--- src/rtl/dm_mm2s_responder.sv ---
// dm_mm2s_responder
// Memory-side responder for the 72-bit DataMover MM2S command stream.
// Accepts one read command at a time, fetches 256-bit words from a memory
// with fixed 1-cycle read latency and streams them out with byte-accurate
// tkeep/tlast.
// Optional feature: define DM_RESP_STS_EN to add the 8-bit status channel
// and the STS state. Without it, errored commands are silently consumed.
module dm_mm2s_responder #(
  parameter int MEM_AW    = 16,
  parameter int BUF_DEPTH = 4
) (
  input  logic              clk,
  input  logic              rst,
  input  logic [71:0]       s_axis_cmd_tdata,
  input  logic              s_axis_cmd_tvalid,
  output logic              s_axis_cmd_tready,
  output logic [255:0]      m_axis_tdata,
  output logic [31:0]       m_axis_tkeep,
  output logic              m_axis_tlast,
  output logic              m_axis_tvalid,
  input  logic              m_axis_tready,
  output logic              mem_en,
  output logic [MEM_AW-1:0] mem_addr,
  input  logic [255:0]      mem_rdata
`ifdef DM_RESP_STS_EN
  ,
  output logic [7:0]        m_axis_sts_tdata,
  output logic              m_axis_sts_tvalid,
  input  logic              m_axis_sts_tready
`endif
);

  localparam int PW = $clog2(BUF_DEPTH);
  localparam int CW = PW + 1;
  localparam logic [27:0] MEM_WORDS = 28'(1) << MEM_AW;

  typedef enum logic [1:0] {
    S_IDLE,
    S_READ,
    S_DRAIN
`ifdef DM_RESP_STS_EN
    ,
    S_STS
`endif
  } state_t;

  state_t            state;
  logic              cmd_rdy;
  logic [MEM_AW-1:0] rd_addr;
  logic [18:0]       beats_r;
  logic [18:0]       issued;
  logic [4:0]        rem_r;
  logic              eof_r;
`ifdef DM_RESP_STS_EN
  logic [3:0]        tag_r;
`endif

  // Command decode
  logic [22:0] cmd_btt;
  logic [26:0] cmd_waddr;
  logic [18:0] cmd_beats;
  logic [27:0] cmd_end;
  logic        cmd_slverr;
  logic        cmd_decerr;
  logic        cmd_fire;
  logic        unused_cmd;

  // Output buffer and read credit
  logic [255:0]       buf_data [BUF_DEPTH];
  logic [BUF_DEPTH-1:0] buf_final;
  logic [PW-1:0]      rd_ptr;
  logic [PW-1:0]      wr_ptr;
  logic [CW-1:0]      occ;
  logic               pend;
  logic               pend_final;
  logic               issue;
  logic               last_issue;
  logic               pop;
  logic               head_final;
  logic [31:0]        keep_tail;

  assign unused_cmd = ^{s_axis_cmd_tdata[71:64], s_axis_cmd_tdata[36:24]};

  // Decode the command word and evaluate the acceptance-time error checks
  always_comb begin
    cmd_btt    = s_axis_cmd_tdata[22:0];
    cmd_waddr  = s_axis_cmd_tdata[63:37];
    cmd_beats  = {1'b0, cmd_btt[22:5]} + 19'(|cmd_btt[4:0]);
    cmd_end    = {1'b0, cmd_waddr} + 28'(cmd_beats);
    cmd_slverr = (cmd_btt == '0);
    cmd_decerr = (cmd_end > MEM_WORDS);
    cmd_fire   = cmd_rdy && s_axis_cmd_tvalid;
  end

  // Read issue gated by credit: buffered beats plus the read in flight
  always_comb begin
    issue      = (state == S_READ) && ((occ + CW'(pend)) < CW'(BUF_DEPTH));
    last_issue = issue && (issued == beats_r - 19'd1);
    mem_en     = issue;
    mem_addr   = rd_addr;
  end

  // Buffer head drives the output stream; tail keep mask from rem
  always_comb begin
    m_axis_tvalid = (occ != '0);
    head_final    = buf_final[rd_ptr];
    pop           = m_axis_tvalid && m_axis_tready;
    for (int unsigned i = 0; i < 32; i++) begin
      keep_tail[i] = (i < 32'(rem_r));
    end
    m_axis_tdata = '0;
    m_axis_tkeep = '0;
    m_axis_tlast = 1'b0;
    if (m_axis_tvalid) begin
      m_axis_tdata = buf_data[rd_ptr];
      m_axis_tkeep = (head_final && (rem_r != '0)) ? keep_tail : '1;
      m_axis_tlast = head_final && eof_r;
    end
  end

  assign s_axis_cmd_tready = cmd_rdy;

  // Command FSM: accept, issue reads, drain, optionally report status
  always_ff @(posedge clk) begin
    if (rst) begin
      state   <= S_IDLE;
      cmd_rdy <= 1'b0;
      rd_addr <= '0;
      beats_r <= '0;
      issued  <= '0;
      rem_r   <= '0;
      eof_r   <= 1'b0;
`ifdef DM_RESP_STS_EN
      tag_r             <= '0;
      m_axis_sts_tvalid <= 1'b0;
      m_axis_sts_tdata  <= '0;
`endif
    end else begin
      case (state)
        S_IDLE: begin
          cmd_rdy <= 1'b1;
          if (cmd_fire) begin
            beats_r <= cmd_beats;
            rem_r   <= cmd_btt[4:0];
            eof_r   <= s_axis_cmd_tdata[23];
            rd_addr <= cmd_waddr[MEM_AW-1:0];
            issued  <= '0;
`ifdef DM_RESP_STS_EN
            tag_r   <= s_axis_cmd_tdata[27:24];
            cmd_rdy <= 1'b0;
            if (cmd_slverr || cmd_decerr) begin
              state             <= S_STS;
              m_axis_sts_tvalid <= 1'b1;
              m_axis_sts_tdata  <= {1'b0, cmd_slverr, cmd_decerr, 1'b0,
                                    s_axis_cmd_tdata[27:24]};
            end else begin
              state <= S_READ;
            end
`else
            if (!(cmd_slverr || cmd_decerr)) begin
              state   <= S_READ;
              cmd_rdy <= 1'b0;
            end
`endif
          end
        end
        S_READ: begin
          if (issue) begin
            rd_addr <= rd_addr + MEM_AW'(1);
            issued  <= issued + 19'd1;
            if (last_issue) state <= S_DRAIN;
          end
        end
        S_DRAIN: begin
          if (pop && head_final) begin
`ifdef DM_RESP_STS_EN
            state             <= S_STS;
            m_axis_sts_tvalid <= 1'b1;
            m_axis_sts_tdata  <= {4'b1000, tag_r};
`else
            state   <= S_IDLE;
            cmd_rdy <= 1'b1;
`endif
          end
        end
`ifdef DM_RESP_STS_EN
        S_STS: begin
          if (m_axis_sts_tready) begin
            m_axis_sts_tvalid <= 1'b0;
            state             <= S_IDLE;
            cmd_rdy           <= 1'b1;
          end
        end
`endif
        default: begin
          state   <= S_IDLE;
          cmd_rdy <= 1'b0;
        end
      endcase
    end
  end

  // Buffer pointers, occupancy and the single in-flight read marker
  always_ff @(posedge clk) begin
    if (rst) begin
      rd_ptr     <= '0;
      wr_ptr     <= '0;
      occ        <= '0;
      pend       <= 1'b0;
      pend_final <= 1'b0;
    end else begin
      pend       <= issue;
      pend_final <= last_issue;
      if (pend) wr_ptr <= wr_ptr + PW'(1);
      if (pop)  rd_ptr <= rd_ptr + PW'(1);
      case ({pend, pop})
        2'b10:   occ <= occ + CW'(1);
        2'b01:   occ <= occ - CW'(1);
        default: occ <= occ;
      endcase
    end
  end

  // Buffer storage: memory data lands one cycle after its read was issued
  always_ff @(posedge clk) begin
    if (pend) begin
      buf_data[wr_ptr]  <= mem_rdata;
      buf_final[wr_ptr] <= pend_final;
    end
  end

endmodule

--- config.mk ---
export PLATFORM = sky130hd
export DESIGN_NAME = dm_mm2s_responder
export DESIGN_NICKNAME = d
export VERILOG_FILES = /design/src/rtl/dm_mm2s_responder.sv
export SDC_FILE = /design/constraint.sdc
export NUM_CORES = 1
export LEC_CHECK = 0
export CAP_MARGIN = 20
export CORE_UTILIZATION = 59
export CTS_CLUSTER_DIAMETER = 100
export DETAILED_ROUTE_END_ITERATION = 8
export PLACE_DENSITY_LB_ADDON = 0.1
export SLEW_MARGIN = 20
export SYNTH_ARGS = -nofsm -noshare
export SYNTH_HDL_FRONTEND = slang
export SYNTH_SLANG_ARGS = --single-unit
--- constraint.sdc ---
create_clock -name clk -period 11.3 [get_ports clk]
set_input_delay 1.695 -clock clk [delete_from_list [all_inputs] [get_ports clk]]
set_output_delay 1.695 -clock clk [all_outputs]
set_load 0.02 [all_outputs]
==> flow_metrics.py, run 1 <==
metrics = {
    "logic_synthesis": {
        "syn_area_sq_mm": 0.04445,
        "ys_warn_count": 0,
        "ys_ff_latch": 1102,
        "synth_ff_type": "edfxtp_1",
        "syn_inst": 2438,
        "syn_nets": 2802,
        "async_reset_ff_share_pct": 0,
        "avgSynthCellArea_sq_um": 18.23,
        "ys_types": 66,
        "synth-edff-count": 1028,
        "seq_area_frac_synth_pct": 72.78,
    },
    "routing": {
        "drc": 0,
        "wire_per_inst_um": 25.00,
        "viasPerCell": 5.936,
        "dr_wl_met2_um": 52720,
        "wirelength_um": 103600,
        "dr.pass1.iters": 7,
        "maxUsedRoutingLayer": "met5",
        "routed-via-count": 24588,
        "wl_met1_um": 38890,
        "wl_met3_um": 7999,
        "ant_nets": 0,
        "drt-initial-drc-count": 1850,
    },
    "sta": {
        "tightest_slew_ns": 1.271,
        "final-max-slew-violation-count": 0,
        "max_slew_margin_pct": 15.27,
        "hold_ws_ns": 0.4604,
        "rsz0062_at_grt": "no",
        "setup_viol": 0,
        "fin_skew_ns": 0.03075,
        "setup_tns_ns": 0,
        "setup_ws_ns": 5.295,
        "fmax_mhz": 166.5,
        "timing.final.hold_violations": 0,
        "period_needed_ns": 6.005,
        "period_share_pct": 53.14,
    },
    "clocking": {
        "post_cts_buffers": 0,
        "clk_path_buf_depth": 3,
        "hold_buffers": 0,
        "root_buffer": "clkbuf_16",
        "cts.sinks": 1102,
        "numCtsBuffers": 108,
        "cts_tree": "built",
        "cts.clk_slew.worst_paths_ns": 0.06,
        "ctsResizeCount": 0,
        "cts.htree.levels": 3,
        "clock_latency_ns": 0.69,
    },
    "power": {
        "p_leak_nw": 17.60,
        "power.density_mw_per_mm2": 150.8,
        "power.net_switching_mw": 1.657,
        "pwr-share-seq_pct": 53.7,
        "p_int_mw": 6.680,
        "p_sw_share_pct": 19.87,
        "peakVddDrop_uv": 155.2,
        "combPwrFrac_pct": 3.8,
        "pwr-share-clk_pct": 42.5,
        "finalPower_mw": 8.336,
    },
    "placed_design": {
        "globalplace.congestion": 0.9449,
        "port_buffers": 618,
        "post-place-ws_ns": 4.672,
        "placed_cells": 3931,
        "dpl.hpwl_um": 66280,
    },
    "critical_path": {
        "max_stage_delay_ns": 0.76,
        "cp-start-kind": "flip-flop",
        "critical_path.max_fanout": 117,
        "timing.rr.end": "issued[15]",
        "rr_worst_depth": 10,
        "cp.arrival_ns": 4.31,
        "end_kind": "output port",
        "timing.critical_path.buf_inv": 3,
        "cp.required_ns": 9.61,
        "crit_chain": "buf_12, buf_4, mux4_2, and2_1, clkdlybuf4s50_1",
        "slowest_stage": "dfxtp_4",
        "crit_type": "flip-flop to output port",
        "r2r_slack_ns": 7.86,
        "crit_family": "buffers and inverters",
        "r2r_start": "state[0]",
    },
    "hold_path": {
        "min_to": "eof_r",
        "worstHoldStart": "eof_r",
        "worst_hold_path_type": "flip-flop to flip-flop",
        "holdPathStages": 2,
    },
    "grt": {
        "grt_pass1_wl_um": 156300,
        "overflow": 0,
        "grt_usage_pct": 27.33,
        "grt_max_degree": 168,
        "grt_pass1_vias": 25256,
        "antenna_found_initial": 26,
    },
    "floorplan": {
        "dieWidth_um": 276.5,
        "die_area_sq_mm": 0.07644,
        "rows": 100,
        "die-height_um": 276.5,
        "start_util_pct": 59.71,
        "ios": 640,
        "coreArea_sq_mm": 0.07445,
    },
    "final_layout": {
        "drive_gt1_share_pct": 14.83,
        "num-nets-final": 3436,
        "stdcell_count": 4142,
        "syn_to_final_growth_pct": 24.35,
    },
    "run_status": {
        "outcome": "finished, final reports clean",
    },
    "run": {
        "cap_violations": 0,
    },
}
==> logic make-up after synthesis <==
logic type	Yosys count	share of synthesized area, %
simple gates	627	7.659
buf+inv	148	1.261
xor+xnor	82	1.616
fa+ha+maj	32	0.9346
mux	262	13.14
flops	1102	72.78
compound gates	185	2.607
==> area by class of cell <==
| type | count | area [sq um] |
|---|---|---|
| sequential | 1102 | 32360 |
| fill | 4346 | 19170 |
| multi-input combinational | 1188 | 11570 |
| timing repair buffer | 644 | 6446 |
| clock buffer | 137 | 2915 |
| tap | 969 | 1212 |
| clock inverter | 64 | 638.1 |
| inverter | 28 | 110.1 |
| antenna | 10 | 25.02 |
==> Yosys cell counts, types with 11 or more instances <==
| library cell | number | share of area [%] |
|---|---|---|
| a211oi_1 | 19 | 0.32 |
| a21oi_1 | 67 | 0.75 |
| a31oi_1 | 17 | 0.24 |
| and2_1 | 272 | 3.8 |
| and3_1 | 21 | 0.30 |
| buf_1 | 37 | 0.31 |
| clkbuf_1 | 79 | 0.67 |
| dfxtp_1 | 74 | 3.3 |
| edfxtp_1 | 1028 | 69 |
| ha_1 | 30 | 0.84 |
| inv_1 | 27 | 0.23 |
| mux4_2 | 257 | 13 |
| nand2_1 | 82 | 0.69 |
| nand3_1 | 47 | 0.53 |
| nand4_1 | 11 | 0.15 |
| nor2_1 | 112 | 0.95 |
| nor3_1 | 32 | 0.36 |
| nor4_1 | 11 | 0.15 |
| o21ai_0 | 38 | 0.43 |
| o22ai_1 | 11 | 0.15 |
| xnor2_1 | 42 | 0.83 |
| xor2_1 | 40 | 0.79 |
==> worst register-to-register path, stage by stage (launching register included) <==
cell and delay [ns]:
dfxtp_1 0.45, nor2b_1 0.17, buf_4 0.29, o21ai_0 0.18, buf_4 0.19, nand2_1 0.74
nand3_1 0.21, nor3_1 0.62, nand3_1 0.20, xor2_1 0.21, nor2_1 0.06
==> metrics by stage <==
stage          utilization (%)  instance area [sq um]
2_1_floorplan                -                  44450
3_3_place_gp             69.40                  51670
3_5_place_dp             69.44                  51690
4_1_cts                  74.21                  55250
5_1_grt                  74.24                  55270
6_report                 74.25                  55270
==> layer usage <==
layer	track usage (%)	up-vias
li1	-	10920
met1	34.76	12544
met2	45.20	889
met3	7.174	203
met4	10.83	32
met5	0	-
==> layout by cell type (no fill, tap or decap), drive strengths merged, types with 5 or more instances in the layout <==
cell           synthesis  routed
edfxtp              1028    1028
clkdlybuf4s50          0     617
and2                 273     273
mux4                 257     257
clkbuf                79     137
nor2                 112     112
nand2                 82      82
dfxtp                 74      74
a21oi                 68      68
clkinv                 1      50
nand3                 49      49
xnor2                 42      42
xor2                  40      40
o21ai                 38      38
nor3                  33      33
ha                    30      30
inv                   27      29
buf                   41      27
and3                  22      22
a211oi                19      19
a31oi                 18      18
nor4                  13      13
nand4                 11      11
o22ai                 11      11
diode                  0      10
bufinv                 0      10
or2                    6       6
or3                    6       6
nand2b                 5       5
a21o                   5       5
==> flip-flops by register name (all words and copies together) (netlist names), named ones only <==
name,cells
pend_final,1
eof_r,1
rd_ptr,2
wr_ptr,2
buf_data,1024
pend,1
s_axis_cmd_tready,1
buf_final,4
rem_r,5
issued,19
beats_r,19
mem_addr,16
occ,3
state,2
==> worst max path at each step <==
stage | cells past startpoint | end | slack (ns)
finish | 5 | m_axis_tdata[141] | 5.30
global route | 5 | m_axis_tdata[139] | 4.87
CTS | 5 | m_axis_tdata[137] | 5.02
detailed placement | 21 | s_axis_cmd_tready | 4.67
global placement | 21 | s_axis_cmd_tready | 4.73
floorplan | 3 | buf_data[0][0] | 4.28
==> power by group through the flow <==
stage               clock [mW]  sequential, mW  combinational, mW
CTS                       3.60            4.48              0.319
global placement             0            4.56              0.303
floorplan                    0            4.56              0.123
global route              3.75            4.48              0.346
detailed placement           0            4.56              0.316
finish                    3.54            4.48              0.321
Note: power is estimated with default switching activity, not from simulation.
==> run 2: changes to the inputs <==
--- a/config.mk
+++ b/config.mk
@@ -6,7 +6,7 @@
 export NUM_CORES = 1
 export LEC_CHECK = 0
 export CAP_MARGIN = 20
-export CORE_UTILIZATION = 59
+export CORE_UTILIZATION = 49
 export CTS_CLUSTER_DIAMETER = 100
 export DETAILED_ROUTE_END_ITERATION = 8
 export PLACE_DENSITY_LB_ADDON = 0.1
==> constraint.sdc (replaced) <==
create_clock -name clk -period 5.1 [get_ports clk]
set_input_delay 0.765 -clock clk [delete_from_list [all_inputs] [get_ports clk]]
set_output_delay 0.765 -clock clk [all_outputs]
set_load 0.02 [all_outputs]
==> run 2 against run 1 <==
Register-to-register slack got worse by 5.6 ns; sequential cell count did not move; hold slack got worse by 0.086 ns; critical path type is now input pin to flip-flop; final cell count rose by 6.4%; sequential share of layout area fell by 0.98 points; largest cell class unchanged.
==> flow_metrics.py, run 2 (same netlist as run 1, synthesis figures left out) <==
metrics = {
    "clocking": {
        "numCtsBuffers": 112,
        "root_buffer": "clkbuf_16",
        "post_cts_buffers": 0,
        "cts.sinks": 1102,
        "cts_tree": "built",
        "cts.htree.levels": 3,
        "clock_latency_ns": 0.70,
        "clk_path_buf_depth": 3,
        "cts.clk_slew.worst_paths_ns": 0.06,
    },
    "power": {
        "p_leak_nw": 17.96,
        "peakVddDrop_uv": 338.5,
        "power.density_mw_per_mm2": 334.3,
    },
    "critical_path": {
        "timing.rr.end": "state[0]",
        "crit_chain": "clkdlybuf4s50_1, nor3_1, nand2_1, ha_1, buf_4, and3_1, nand3_1, nor2_1, nand2_1, nor2_1, nand2_1, xnor2_1, ha_1, nand2_1, o21ai_0, nor2_1, o211ai_1, o2111ai_1, nor4b_2, buf_4, o2111ai_1, nand4b_1, and2_1",
        "r2r_slack_ns": 2.26,
        "timing.critical_path.from": "s_axis_cmd_tdata[4]",
        "crit_family": "simple AND/OR/NAND/NOR gates",
        "cp.arrival_ns": 5.30,
        "cpMostUsedCell": "nand2_1",
        "slowest_stage": "clkdlybuf4s50_1",
        "cp-start-kind": "input pin",
        "max_stage_delay_ns": 0.49,
        "crit_type": "input pin to flip-flop",
        "end_kind": "flip-flop",
        "r2r_start": "beats_r[2]",
        "timing.critical_path.buf_inv": 3,
        "cp.required_ns": 5.66,
        "rr_worst_depth": 9,
        "critical_path.max_fanout": 4,
    },
    "hold_path": {
        "worst_hold_path_type": "input pin to flip-flop",
        "holdPathStages": 2,
        "min_to": "rem_r[2]",
        "worstHoldStart": "rst",
    },
    "final_layout": {
        "drive_gt1_share_pct": 16.42,
        "final_common_cell": "edfxtp_1",
        "n_fill_cell": 6444,
        "multiInputGateArea_sq_mm": 0.01158,
        "num-nets-final": 3493,
        "layout_common_cells": "1028 x edfxtp_1, 617 x clkdlybuf4s50_1, 268 x and2_1, 257 x mux4_2, 113 x clkbuf_16",
        "seq_area_sq_mm": 0.03236,
        "largest_reg_flops": 1024,
        "syn_to_final_growth_pct": 26.47,
        "stdcell_count": 4409,
        "regMostFlops": "buf_data",
        "largestRegisters": "buf_data x1024, beats_r x19, issued x19",
    },
    "sta": {
        "period_needed_ns": 4.740,
        "timing.final.hold_violations": 0,
        "final-max-slew-violation-count": 0,
        "fin_skew_ns": 0.02861,
        "setup_viol": 0,
        "rsz0062_at_grt": "no",
        "fmax_mhz": 211.0,
        "period_share_pct": 92.94,
        "tightest_slew_ns": 0.9574,
        "setup_ws_ns": 0.3600,
        "hold_ws_ns": 0.3741,
        "max_slew_margin_pct": 36.18,
    },
    "grt": {
        "grt_pass1_vias": 25219,
        "antenna_found_initial": 21,
        "grt_max_degree": 130,
        "grt_pass1_wl_um": 158400,
        "overflow": 0,
        "grt_usage_pct": 23.21,
    },
    "routing": {
        "dr.pass1.iters": 6,
        "viasPerCell": 5.591,
        "wirelength_um": 107600,
        "wire_per_inst_um": 24.41,
        "drt-initial-drc-count": 1768,
        "drc": 0,
        "routed-via-count": 24650,
        "ant_nets": 0,
    },
    "placed_design": {
        "port_buffers": 618,
        "placed_cells": 4191,
        "globalplace.congestion": 0.9058,
        "dpl.hpwl_um": 69200,
        "post-place-ws_ns": -0.4760,
    },
    "floorplan": {
        "die_area_sq_mm": 0.09192,
        "coreArea_sq_mm": 0.08987,
        "rows": 110,
        "dieWidth_um": 303.2,
        "start_util_pct": 49.46,
        "die-height_um": 303.2,
        "ios": 640,
    },
    "run": {
        "cap_violations": 0,
    },
    "run_status": {
        "outcome": "finished, final reports clean",
    },
}
run 2: cell count changes in the layout (fill, tap and decap cells not counted), moves of 3 or more:
| cell | previous run | this run |
|---|---|---|
| clkbuf_8 | 4 | 1 |
| inv_6 | 2 | 5 |
| clkbuf_1 | 22 | 19 |
| clkinv_1 | 24 | 32 |
| buf_12 | 4 | 17 |
| diode_2 | 10 | 6 |
| bufinv_16 | 10 | 13 |
| buf_4 | 21 | 62 |
run 2: metrics by stage:
step           TNS [ns]  total power [mW]  util [%]  cell area (sq um)
6_report              0             18.80     62.55              56220
5_1_grt               0             19.36     62.55              56210
4_1_cts               0             18.96     62.52              56190
3_5_place_dp    -0.8941             10.85     58.41              52490
3_3_place_gp    -0.7197             10.82     58.41              52490
2_1_floorplan         0             10.39         -              44450
run 2: repair_timing:
item / in CTS / in global routing
gates resized for setup: 0 / 3
endpoints found under the hold margin: 0 / 0
hold buffers: 0 / 0
endpoints found under the setup margin: 0 / 2
run 2: area by class of cell:
| class | count | share of cell area (%) |
|---|---|---|
| Sequential cell | 1102 | 57.56 |
| Timing Repair Buffer | 697 | 12.43 |
| Multi-Input combinational cell | 1188 | 20.59 |
| Clock buffer | 133 | 5.181 |
| Inverter | 28 | 0.1959 |
| Antenna cell | 6 | 0.02671 |
| Tap cell | 1176 | 2.617 |
| Clock inverter | 79 | 1.396 |
run 2: layer usage:
layer  part of all wire [%]  track usage [%]  vias to the layer above
li1                       -                -                    11020
met1                     38            28.11                    12701
met2                     52            40.18                      740
met3                    7.8            6.732                      163
met4                    1.9            7.023                       26
met5                   0.14                0                        -
run 2: how the worst max path moves through the flow:
stage	to	depth (start not counted)	slack, ns
5_1_grt	s_axis_cmd_tready	24	0.008
4_1_cts	s_axis_cmd_tready	23	0.24
3_3_place_gp	s_axis_cmd_tready	24	-0.39
2_1_floorplan	s_axis_cmd_tready	20	0.86
6_report	s_axis_cmd_tready	23	0.36
3_5_place_dp	s_axis_cmd_tready	23	-0.48
run 2: worst reg2reg max path, cell delays in order (launching register included):
cell and delay, ns:
dfxtp_1 0.38, nor4_4 0.56, nand3_4 0.22, or3_1 0.40, xnor2_1 0.15, nand4_1 0.14, nor4_1 0.31, and3_1 0.33
nand2b_1 0.15, a21oi_1 0.06
run 2: power breakdown:
part | internal (mW) | switching (mW)
Clock | 4.74 | 3.39
Sequential | 9.89 | 0.0325
Combinational | 0.390 | 0.355
==> edit, RTL diff (config.mk and constraints of run 2) <==
The 3 states of `state_t` get a one-hot encoding in 3 bits.
--- a/src/rtl/dm_mm2s_responder.sv
+++ b/src/rtl/dm_mm2s_responder.sv
@@ -34,10 +34,10 @@
   localparam int CW = PW + 1;
   localparam logic [27:0] MEM_WORDS = 28'(1) << MEM_AW;
 
-  typedef enum logic [1:0] {
-    S_IDLE,
-    S_READ,
-    S_DRAIN
+  typedef enum logic [2:0] {
+    S_IDLE  = 3'b001,
+    S_READ  = 3'b010,
+    S_DRAIN = 3'b100
 `ifdef DM_RESP_STS_EN
     ,
     S_STS
Behaviour: same outputs for any inputs over 4 cycles, from zero or initial values and one cycle with rst high; so few cycles prove little.
==> edit against run 2 <==
  * Combinational power increased by 8.5%
  * Highest routed layer unchanged
  * Design area increased by 0.93%
  * Critical endpoint is now state[0]
  * Routed wire length increased by 2.3%
  * Hold slack improved by 0.10 ns
  * Synthesized area increased by 0.75%
  * Critical path type unchanged
  * Sequential cell count increased by 1
  * Total power decreased by 1.4%
  * Setup slack got worse by 0.12 ns
  * Largest power group unchanged
==> edit: results (changes against run 2) <==
| Metric | Value |
|---|---|
| GR Layer Usage met2 | `40.8% (was 40.2%)` |
| First-pass GRT wire length | `166000 µm (was 158000 µm)` |
| Synth Area in Adders | `0.928% (was 0.935%)` |
| Clk_skew | `0.0265 ns (was 0.0286 ns)` |
| Status | `finished clean (unchanged)` |
| Mapped Nets | `2859 (was 2802)` |
| Total GRT Usage | `23.8% (was 23.2%)` |
| Met2 wire len | `56600 µm (was 56400 µm)` |
| Placed cells | `4288 (was 4191)` |
| Avg Inst Size Synth | `17.9 µm² (was 18.2 µm²)` |
| Vias in the first global route | `26.5k (was 25.2k)` |
| Slowest CP cell | `a2111oi_0 (was clkdlybuf4s50_1)` |
| Nets | `3592 (was 3493)` |
| Synth Area in Compound Gates | `3.18% (was 2.61%)` |
| Clk buf depth | `3 (unchanged)` |
| Max FO, Critical Path | `5 (was 4)` |
| Routed via count | `25.2k (was 24.7k)` |
| HPWL after DPL | `71200 µm (was 69200 µm)` |
| Layout cells sized above 1 | `17.5% (was 16.4%)` |
| Most frequent cells after synthesis | `edfxtp_1, and2_1, mux4_2 (unchanged)` |
| WL met3 | `7570 µm (was 8350 µm)` |
| Met1 Resource Use GR | `29.2% (was 28.1%)` |
| Max VDD drop | `378 µV (was 338 µV)` |
| Number of buffers created by CTS | `114 (was 112)` |
| Initial DRC count | `1756 (was 1768)` |
| Fillers | `6432 (was 6444)` |
| Initial antenna violation count | `19 (was 21)` |
| CP max stage delay | `0.52 ns (was 0.49 ns)` |
| Main combinational cell family by area after synthesis | `multiplexers (unchanged)` |
| Register area share after synthesis | `72.3% (was 72.8%)` |
| Worst min path class | `register to register (was input port to register)` |
| Total power divided by cell area | `327 nW/µm² (was 334 nW/µm²)` |
| Crit path DAT | `5.41 ns (was 5.30 ns)` |
| Met1 wire length | `43000 µm (was 40600 µm)` |
| Final wirelength | `110000 µm (was 108000 µm)` |
| XOR/XNOR share of the synthesized area | `1.35% (was 1.62%)` |
| Mux share of post-synthesis cell area | `13.1% (about the same)` |
| Non-Filler Instances | `4509 (was 4409)` |
| Leak | `18.2 nW (was 18.0 nW)` |
## edit: cell count changes after synthesis, sizes merged, moves of 8 or more
cell	change
nand2	+11
clkbuf	+16
o21ai	+10
xor2	-8
nand3	-19
a21oi	+15
## edit: power by group
part | internal, W | leakage (nW) | switching, W
sequential | 0.00989 | 9.85 | 0.0000283
combinational | 0.000423 | 6.67 | 0.000385
clock | 0.00447 | 1.72 | 0.00333
total | 0.0148 | 18.2 | 0.00374
## edit: area by class of cell
class                   count  share of cell area [%]
flip-flops and latches   1103                    57.1
multi-input cells        1229                    20.9
repair buffers            751                    13.0
clock buffers             146                    5.33
well taps                1176                    2.59
clock inverters            59                   0.845
inverters                  29                   0.201
diodes                     16                  0.0706
## edit: per-stage QoR
| stage | hold WS, ns | TNS (ns) | cell area (µm²) | setup WS (ns) | total power, W |
|---|---|---|---|---|---|
| 6_report | 0.478 | 0 | 56700 | 0.244 | 0.0185 |
| 5_1_grt | 0.489 | 0 | 56700 | 0.0148 | 0.0191 |
| 4_1_cts | 0.471 | 0 | 56700 | 0.175 | 0.0187 |
| 3_5_place_dp | 0.463 | -1.31 | 53200 | -0.549 | 0.0109 |
| 3_3_place_gp | 0.453 | -1.02 | 53100 | -0.449 | 0.0109 |
| 2_1_floorplan | 0.432 | 0 | 44800 | 0.648 | 0.0104 |
## edit: what timing repair did
action                                  in CTS  in global routing
endpoints found under the hold margin        0                  0
hold buffers                                 0                  0
endpoints found under the setup margin       0                  2
resized for setup                            0                  6
## edit: path summary, 6_finish.rpt
check        cells after the start        to  slack [ns]           startpoint
max                             20  state[0]        0.24  s_axis_cmd_tdata[4]
min                              2     eof_r        0.48                eof_r
max reg2reg                     10    occ[2]        1.98               occ[2]
min reg2reg                      2     eof_r        0.48                eof_r
